File: src/rtl/mipslite_pkg.sv
// Shared encodings for the MIPS-lite fetch path: next-PC selects, fetch FSM states, reset PC.
package mipslite_pkg;

  typedef enum logic [1:0] {
    NPC_PC4 = 2'b00,
    NPC_BEQ = 2'b01,
    NPC_J   = 2'b10,
    NPC_JR  = 2'b11
  } npc_op_e;

  typedef enum logic {
    ST_IDLE = 1'b0,
    ST_WAIT = 1'b1
  } fetch_state_e;

  localparam logic [31:0] RESET_PC_DEFAULT = 32'h0000_3000;

endpackage

File: src/rtl/fetch_unit_if.sv
// Instruction-memory read channel: request/address out, ack/data back.
interface fetch_unit_if;
  logic        req;
  logic [31:0] addr;
  logic        ack;
  logic [31:0] rdata;

  modport master (output req, addr, input ack, rdata);
  modport slave  (input req, addr, output ack, rdata);
endinterface

File: src/rtl/fetch_unit_npc.sv
// Combinational next-PC select for non-fetch PC writes (pc+4, beq, j/jal, jr).
import mipslite_pkg::*;

module npc_calc (
  input  logic [31:0] pc,
  input  logic [25:0] ir,       // instruction bits [25:0]; the opcode field is never needed here
  input  logic [1:0]  NPCop,
  input  logic        zero,
  input  logic [31:0] rs_data,
  output logic [31:0] npc,
  output logic        addr_err
);

  logic [31:0] br_off;

  assign br_off = {{14{ir[15]}}, ir[15:0], 2'b00};

  always_comb begin
    npc      = pc + 32'd4;
    addr_err = 1'b0;
    case (npc_op_e'(NPCop))
      NPC_PC4: npc = pc + 32'd4;
      NPC_BEQ: npc = zero ? pc + br_off : pc;
      NPC_J:   npc = {pc[31:28], ir[25:0], 2'b00};
      NPC_JR: begin
        npc      = {rs_data[31:2], 2'b00};
        addr_err = |rs_data[1:0];
      end
      default: npc = pc + 32'd4;
    endcase
  end

endmodule

File: src/rtl/fetch_unit.sv
// PC/IR registers and fetch FSM for the multi-cycle MIPS-lite core; stalls the controller
// while an instruction fetch is outstanding and aborts a fetch that never gets an ack.
import mipslite_pkg::*;

module fetch_unit #(
  parameter logic [31:0] RESET_PC = RESET_PC_DEFAULT,
  parameter int unsigned TIMEOUT  = 16,
  parameter int unsigned TW       = 5
) (
  input  logic              clk,
  input  logic              rst,
  input  logic              PCWr,
  input  logic              IRWr,
  input  logic [1:0]        NPCop,
  input  logic              zero,
  input  logic [31:0]       rs_data,
  fetch_unit_if.master      imem,
  output logic [31:0]       ir,
  output logic [31:0]       pc,
  output logic [31:0]       pc_link,
  output logic              stall,
  output logic              fetch_err,
  output logic              addr_err
);

  fetch_state_e state;
  logic [TW-1:0] cnt;
  logic [31:0]   npc;
  logic          npc_addr_err;
  logic          idle, waiting, start, last;

  npc_calc u_npc (
    .pc       (pc),
    .ir       (ir[25:0]),
    .NPCop    (NPCop),
    .zero     (zero),
    .rs_data  (rs_data),
    .npc      (npc),
    .addr_err (npc_addr_err)
  );

  assign idle    = (state == ST_IDLE);
  assign waiting = (state == ST_WAIT);
  assign start   = idle & IRWr;
  assign last    = (cnt == TW'(TIMEOUT - 1));
  assign pc_link = pc;

  // Handshake outputs are combinational so a same-cycle ack completes without a stall;
  // gating with rst drops the request the moment reset asserts.
  always_comb begin
    imem.req  = rst & (start | waiting);
    imem.addr = pc;
    stall     = rst & ((start & ~imem.ack) | (waiting & ~imem.ack & ~last));
    fetch_err = rst & waiting & ~imem.ack & last;
    addr_err  = rst & idle & PCWr & ~IRWr & npc_addr_err;
  end

  always_ff @(posedge clk or negedge rst) begin
    if (!rst) begin
      state <= ST_IDLE;
      cnt   <= '0;
      pc    <= RESET_PC;
      ir    <= '0;
    end else begin
      case (state)
        ST_IDLE: begin
          if (IRWr) begin
            if (imem.ack) begin
              ir <= imem.rdata;
              pc <= pc + 32'd4;
            end else begin
              cnt   <= '0;
              state <= ST_WAIT;
            end
          end else if (PCWr) begin
            pc <= npc;
          end
        end
        ST_WAIT: begin
          if (imem.ack) begin
            ir    <= imem.rdata;
            pc    <= pc + 32'd4;
            state <= ST_IDLE;
          end else if (last) begin
            ir    <= '0;
            pc    <= pc + 32'd4;
            state <= ST_IDLE;
          end else begin
            cnt <= cnt + TW'(1);
          end
        end
        default: state <= ST_IDLE;
      endcase
    end
  end

endmodule

File: src/flat_wrapper.sv
// flat-port wrapper written by rule: the top's interface ports become plain ports
module fetch_unit_flat 
#(
  parameter logic [31:0] RESET_PC = RESET_PC_DEFAULT,
  parameter int unsigned TIMEOUT  = 16,
  parameter int unsigned TW       = 5
)
  (clk, rst, PCWr, IRWr, NPCop, zero, rs_data, ir, pc, pc_link, stall, fetch_err, addr_err, imem_req, imem_addr, imem_ack, imem_rdata);
  fetch_unit_if imem_i ();
  input  logic clk;
  input  logic rst;
  input  logic PCWr;
  input  logic IRWr;
  input  logic [1:0] NPCop;
  input  logic zero;
  input  logic [31:0] rs_data;
  output logic [31:0] ir;
  output logic [31:0] pc;
  output logic [31:0] pc_link;
  output logic stall;
  output logic fetch_err;
  output logic addr_err;
  output wire logic [$bits(imem_i.req)-1:0] imem_req;
  output wire logic [$bits(imem_i.addr)-1:0] imem_addr;
  input wire logic [$bits(imem_i.ack)-1:0] imem_ack;
  input wire logic [$bits(imem_i.rdata)-1:0] imem_rdata;
  assign imem_req = imem_i.req;
  assign imem_addr = imem_i.addr;
  assign imem_i.ack = imem_ack;
  assign imem_i.rdata = imem_rdata;
  fetch_unit #(.RESET_PC(RESET_PC), .TIMEOUT(TIMEOUT), .TW(TW)) u_core (.clk(clk), .rst(rst), .PCWr(PCWr), .IRWr(IRWr), .NPCop(NPCop), .zero(zero), .rs_data(rs_data), .imem(imem_i), .ir(ir), .pc(pc), .pc_link(pc_link), .stall(stall), .fetch_err(fetch_err), .addr_err(addr_err));
endmodule
File: config.mk
export PLATFORM = sky130hd
export DESIGN_NAME = fetch_unit_flat
export DESIGN_NICKNAME = d
export VERILOG_FILES = /design/src/rtl/mipslite_pkg.sv /design/src/rtl/fetch_unit_if.sv /design/src/rtl/fetch_unit_npc.sv /design/src/rtl/fetch_unit.sv /design/src/flat_wrapper.sv
export SDC_FILE = /design/constraint.sdc
export NUM_CORES = 1
export LEC_CHECK = 0
export CAP_MARGIN = 20
export CORE_ASPECT_RATIO = 1.25
export CORE_MARGIN = 2
export CORE_UTILIZATION = 43
export DETAILED_ROUTE_END_ITERATION = 8
export GPL_ROUTABILITY_DRIVEN = 0
export HOLD_SLACK_MARGIN = 0.1
export PLACE_DENSITY = 0.79
export SLEW_MARGIN = 20
export SYNTH_ARGS = -nofsm -noshare
export SYNTH_HDL_FRONTEND = slang
export SYNTH_SLANG_ARGS = --single-unit
export TNS_END_PERCENT = 5
File: constraint.sdc
create_clock -name clk -period 2.5 [get_ports clk]
set_input_delay 0.5 -clock clk [delete_from_list [all_inputs] [get_ports clk]]
set_output_delay 0.5 -clock clk [all_outputs]
set_load 0.01 [all_outputs]
==> impl_results.md <==
- Antenna fix cells: 0
- Min Tclk post-route: ~2600 ps
- Worst-path clk slew: 60 ps
- Post-synth EDFFs: 0
- Post-synthesis compound-gate area fraction: about a third
- Failing checks: negative setup slack
- First-pass GRT wire length: approximately 37000 µm
- Largest net degree at the start of global routing: 52
- Final Hold Fails: 0
- Fin nets: 1154
- Final slew viol count: 0
- Psw: 0.00395 W
- Dpl ws: -249 ps
- Initial antenna violation count: 0
- Crit. End Element: register
- Total CTS buffers: 9
- Area of the multi-input gates: ~0.0041 mm²
- Layout Cells excl Fill: ~1200
- TritonCTS clock tree: done
- Max transition margin: 53.5%
- Distinct cells, synth: between 70 and 80
- IO Pins: roughly 200
- Asr flop ratio synth: between 90% and 100%
- Peak VDD IR: 0.000558 V
- Post-Syn Area: 0.00625 mm²
- Worst clock skew: just over 10 ps
- Internal power: 0.00540 W
- Worst EP arrival: about 2800 ps
- Register area: between 0.0015 and 0.002 mm²
- Final Cycle Share: 104%
- Cells after synthesis: between 700 and 800
- Sequential share of power: around 18%
- Hold_ws: 485 ps
- Gate power share: ~68%
- Seq cells post-synth: a little under 70
- Starting Density: a little over two fifths
- H-tree Lvls: 3
- Worst-Margin Slew: approximately 700 ps
- Port buffer count: between 150 and 200
- DR vias: roughly 7600
- Root Buffer: clkbuf_16
- Yosys top cell by area: dfrtp_1
- Leak pwr: about 4 nW
- Crit path max fanout: 2
- Drt pass-1 iters: 6
- Vias per cell: between 6 and 7
- Worst setup margin: -89.2 ps
- Clock group share of total power: 14.2%
- Sw Ratio: a little over two fifths
- Die ar.: ~0.016 mm²
- Peak Freq: around 390 MHz
- Post-route ant nets: 0
- Status: finished with violations
- Vias in the first global route: between 7000 and 8000
- CP startpoint kind: register
- Total GRT Usage: ~30%
- Count of clock tree sinks: a little under 70
- HPWL after DPL: about 18000 µm
- Area contributors post-synth: dfrtp_1 (26%), buf_4 (7.9%), ha_1 (6.4%), a21oi_1 (6.3%), o21ai_0 (5.2%)
- Synth Area in XOR/XNOR: ~2.1%
- Unrepaired setup endpoints after global routing: yes
- Yosys top cell area share: 26.4%
- GR Overflow Total: 0
- WS Path Type: register to register
- Pwr dens: approximately 970 mW/mm²
- FP Rows: 49
- Die Y: about 140 µm
- Commonest non-fill, non-tap cell in the layout: clkdlybuf4s50_1
- Synth warnings: 0
- Register area share after synthesis: roughly 27%
- Post-synthesis mux area share: ~2.4%
- DRC marker count from the first detailed-route iteration: 769
- Ys flop type: dfrtp_1
- Final WL: approximately 24000 µm
- Leading cell types in the layout, fill and taps excluded: clkdlybuf4s50_1 (192), buf_4 (163), a21oi_1 (74), dfrtp_1 (61)
- Layout cells sized above 1: a little under a quarter
- Avg Inst Size Synth: 8.06 µm²
- Layout area overhead: 54.3%
- Remaining DRCs: 0
- Clock latency on the worst-skew pair: between 300 and 400 ps
- Setup TNS Final: -152 ps
- CORE AREA: about 0.014 mm²
- Routed len/inst: roughly 20 µm
- Layout fillers: roughly 1100
- Clock buffer depth: 2
- WP data required: roughly 2700 ps
- Post-synthesis simple-gate area fraction: around 18%
- Die width: roughly 110 µm
- Max_cap viols: 0
- Min-Delay Path Class: register to register
- Combinational family with the most area after synthesis: compound AO/OA/AOI/OAI gates
- Synthesized-area fraction occupied by adder cells: 6.72%
- Placed insts: around 1200
- Final setup vio count: 3
## critical path, stage by stage, from the launching register on
cell and delay [ps]:
dfrtp_2 420, ha_4 260, a211oi_4 260, o21ai_2 140
a221oi_2 270, buf_4 170, o21ai_2 60, nor3_2 150
buf_4 140, mux2_2 320, o31a_1 280
## path summary, 6_finish.rpt
| check | start | to | slack [ps] | depth (start not counted) |
|---|---|---|---|---|
| max | u_core.imem.addr[3] | u_core.imem.addr[31] | -90 | 10 |
| min | u_core.cnt[4] | u_core.cnt[4] | 480 | 2 |
| max reg2reg | u_core.imem.addr[3] | u_core.imem.addr[31] | -90 | 10 |
| min reg2reg | u_core.cnt[4] | u_core.cnt[4] | 480 | 2 |
| max in group asynchronous | rst | u_core.imem.addr[10] | 850 | 3 |
| min in group asynchronous | rst | u_core.ir[29] | 590 | 2 |
## state kept, by name (all words and copies together) (netlist names)
signal	flops
u_core.cnt	5
u_core.state	1
u_core.ir	32
u_core.imem.addr	30
## repair_timing
item	in CTS	in global routing
endpoints found under the hold margin	10	0
pin swaps	5	9
resized for setup	22	33
setup buffers	0	1
setup endpoints to repair	19	22
hold buffers	1	0
## synth_stat cells (7+ instances only)
master / instances
ha_1: 32
o22ai_1: 10
buf_4: 66
nand3_1: 22
a21oi_1: 79
nand4_1: 16
dfrtp_1: 66
nand2b_1: 8
nand2_1: 55
nor2_1: 55
o21a_1: 7
nor3_1: 21
xnor2_1: 7
a211oi_1: 12
a32o_1: 32
xor2_1: 8
o21ai_0: 65
o211ai_1: 10
a31oi_1: 12
mux2i_1: 13
and3_1: 12
clkbuf_1: 33
a21o_1: 10
inv_1: 20
## power by group through the flow
stage / clock network [W] / registers, W / logic (W)
2_1_floorplan: 0 / 0.00188 / 0.00311
3_3_place_gp: 0 / 0.00165 / 0.00587
3_5_place_dp: 0 / 0.00166 / 0.00595
4_1_cts: 0.00133 / 0.00165 / 0.00607
5_1_grt: 0.00137 / 0.00171 / 0.00677
6_report: 0.00132 / 0.00167 / 0.00635
## cell type report
cell class	count	share of cell area, %
Clock buffer	12	2.56
Clock inverter	4	0.506
Inverter	20	0.778
Multi-Input combinational cell	583	42.0
Sequential cell	68	17.7
Tap cell	178	2.31
Timing Repair Buffer	367	34.1
## routing by layer
layer  track usage [%]  wire length [µm]  up-vias
met1              36.6              9060     3556
met5                 0                 0        -
met4              13.4              1150        0
met2              49.9             11500      502
met3              5.51              2430      114
li1                  -                 -     3403
## cell families after synthesis
| group | after synthesis |
|---|---|
| AO/OA/AOI/OAI | 288 |
| XOR/XNOR | 15 |
| adder cells (fa/ha/maj) | 33 |
| buffers and inverters | 130 |
| flip-flops | 68 |
| multiplexers | 15 |
| other | 1 |
| AND/OR/NAND/NOR | 226 |
## stage by stage
stage / cell area [µm²] / power [W] / util, %
CTS: 9490 / 0.00904 / 66.5
finish: 9640 / 0.00935 / 67.5
detailed placement: 9150 / 0.00761 / 64.1
global route: 9640 / 0.00985 / 67.5
global placement: 9150 / 0.00751 / 64.1
floorplan: 6330 / 0.00498 / -
Power figures use the tool's default switching activity.
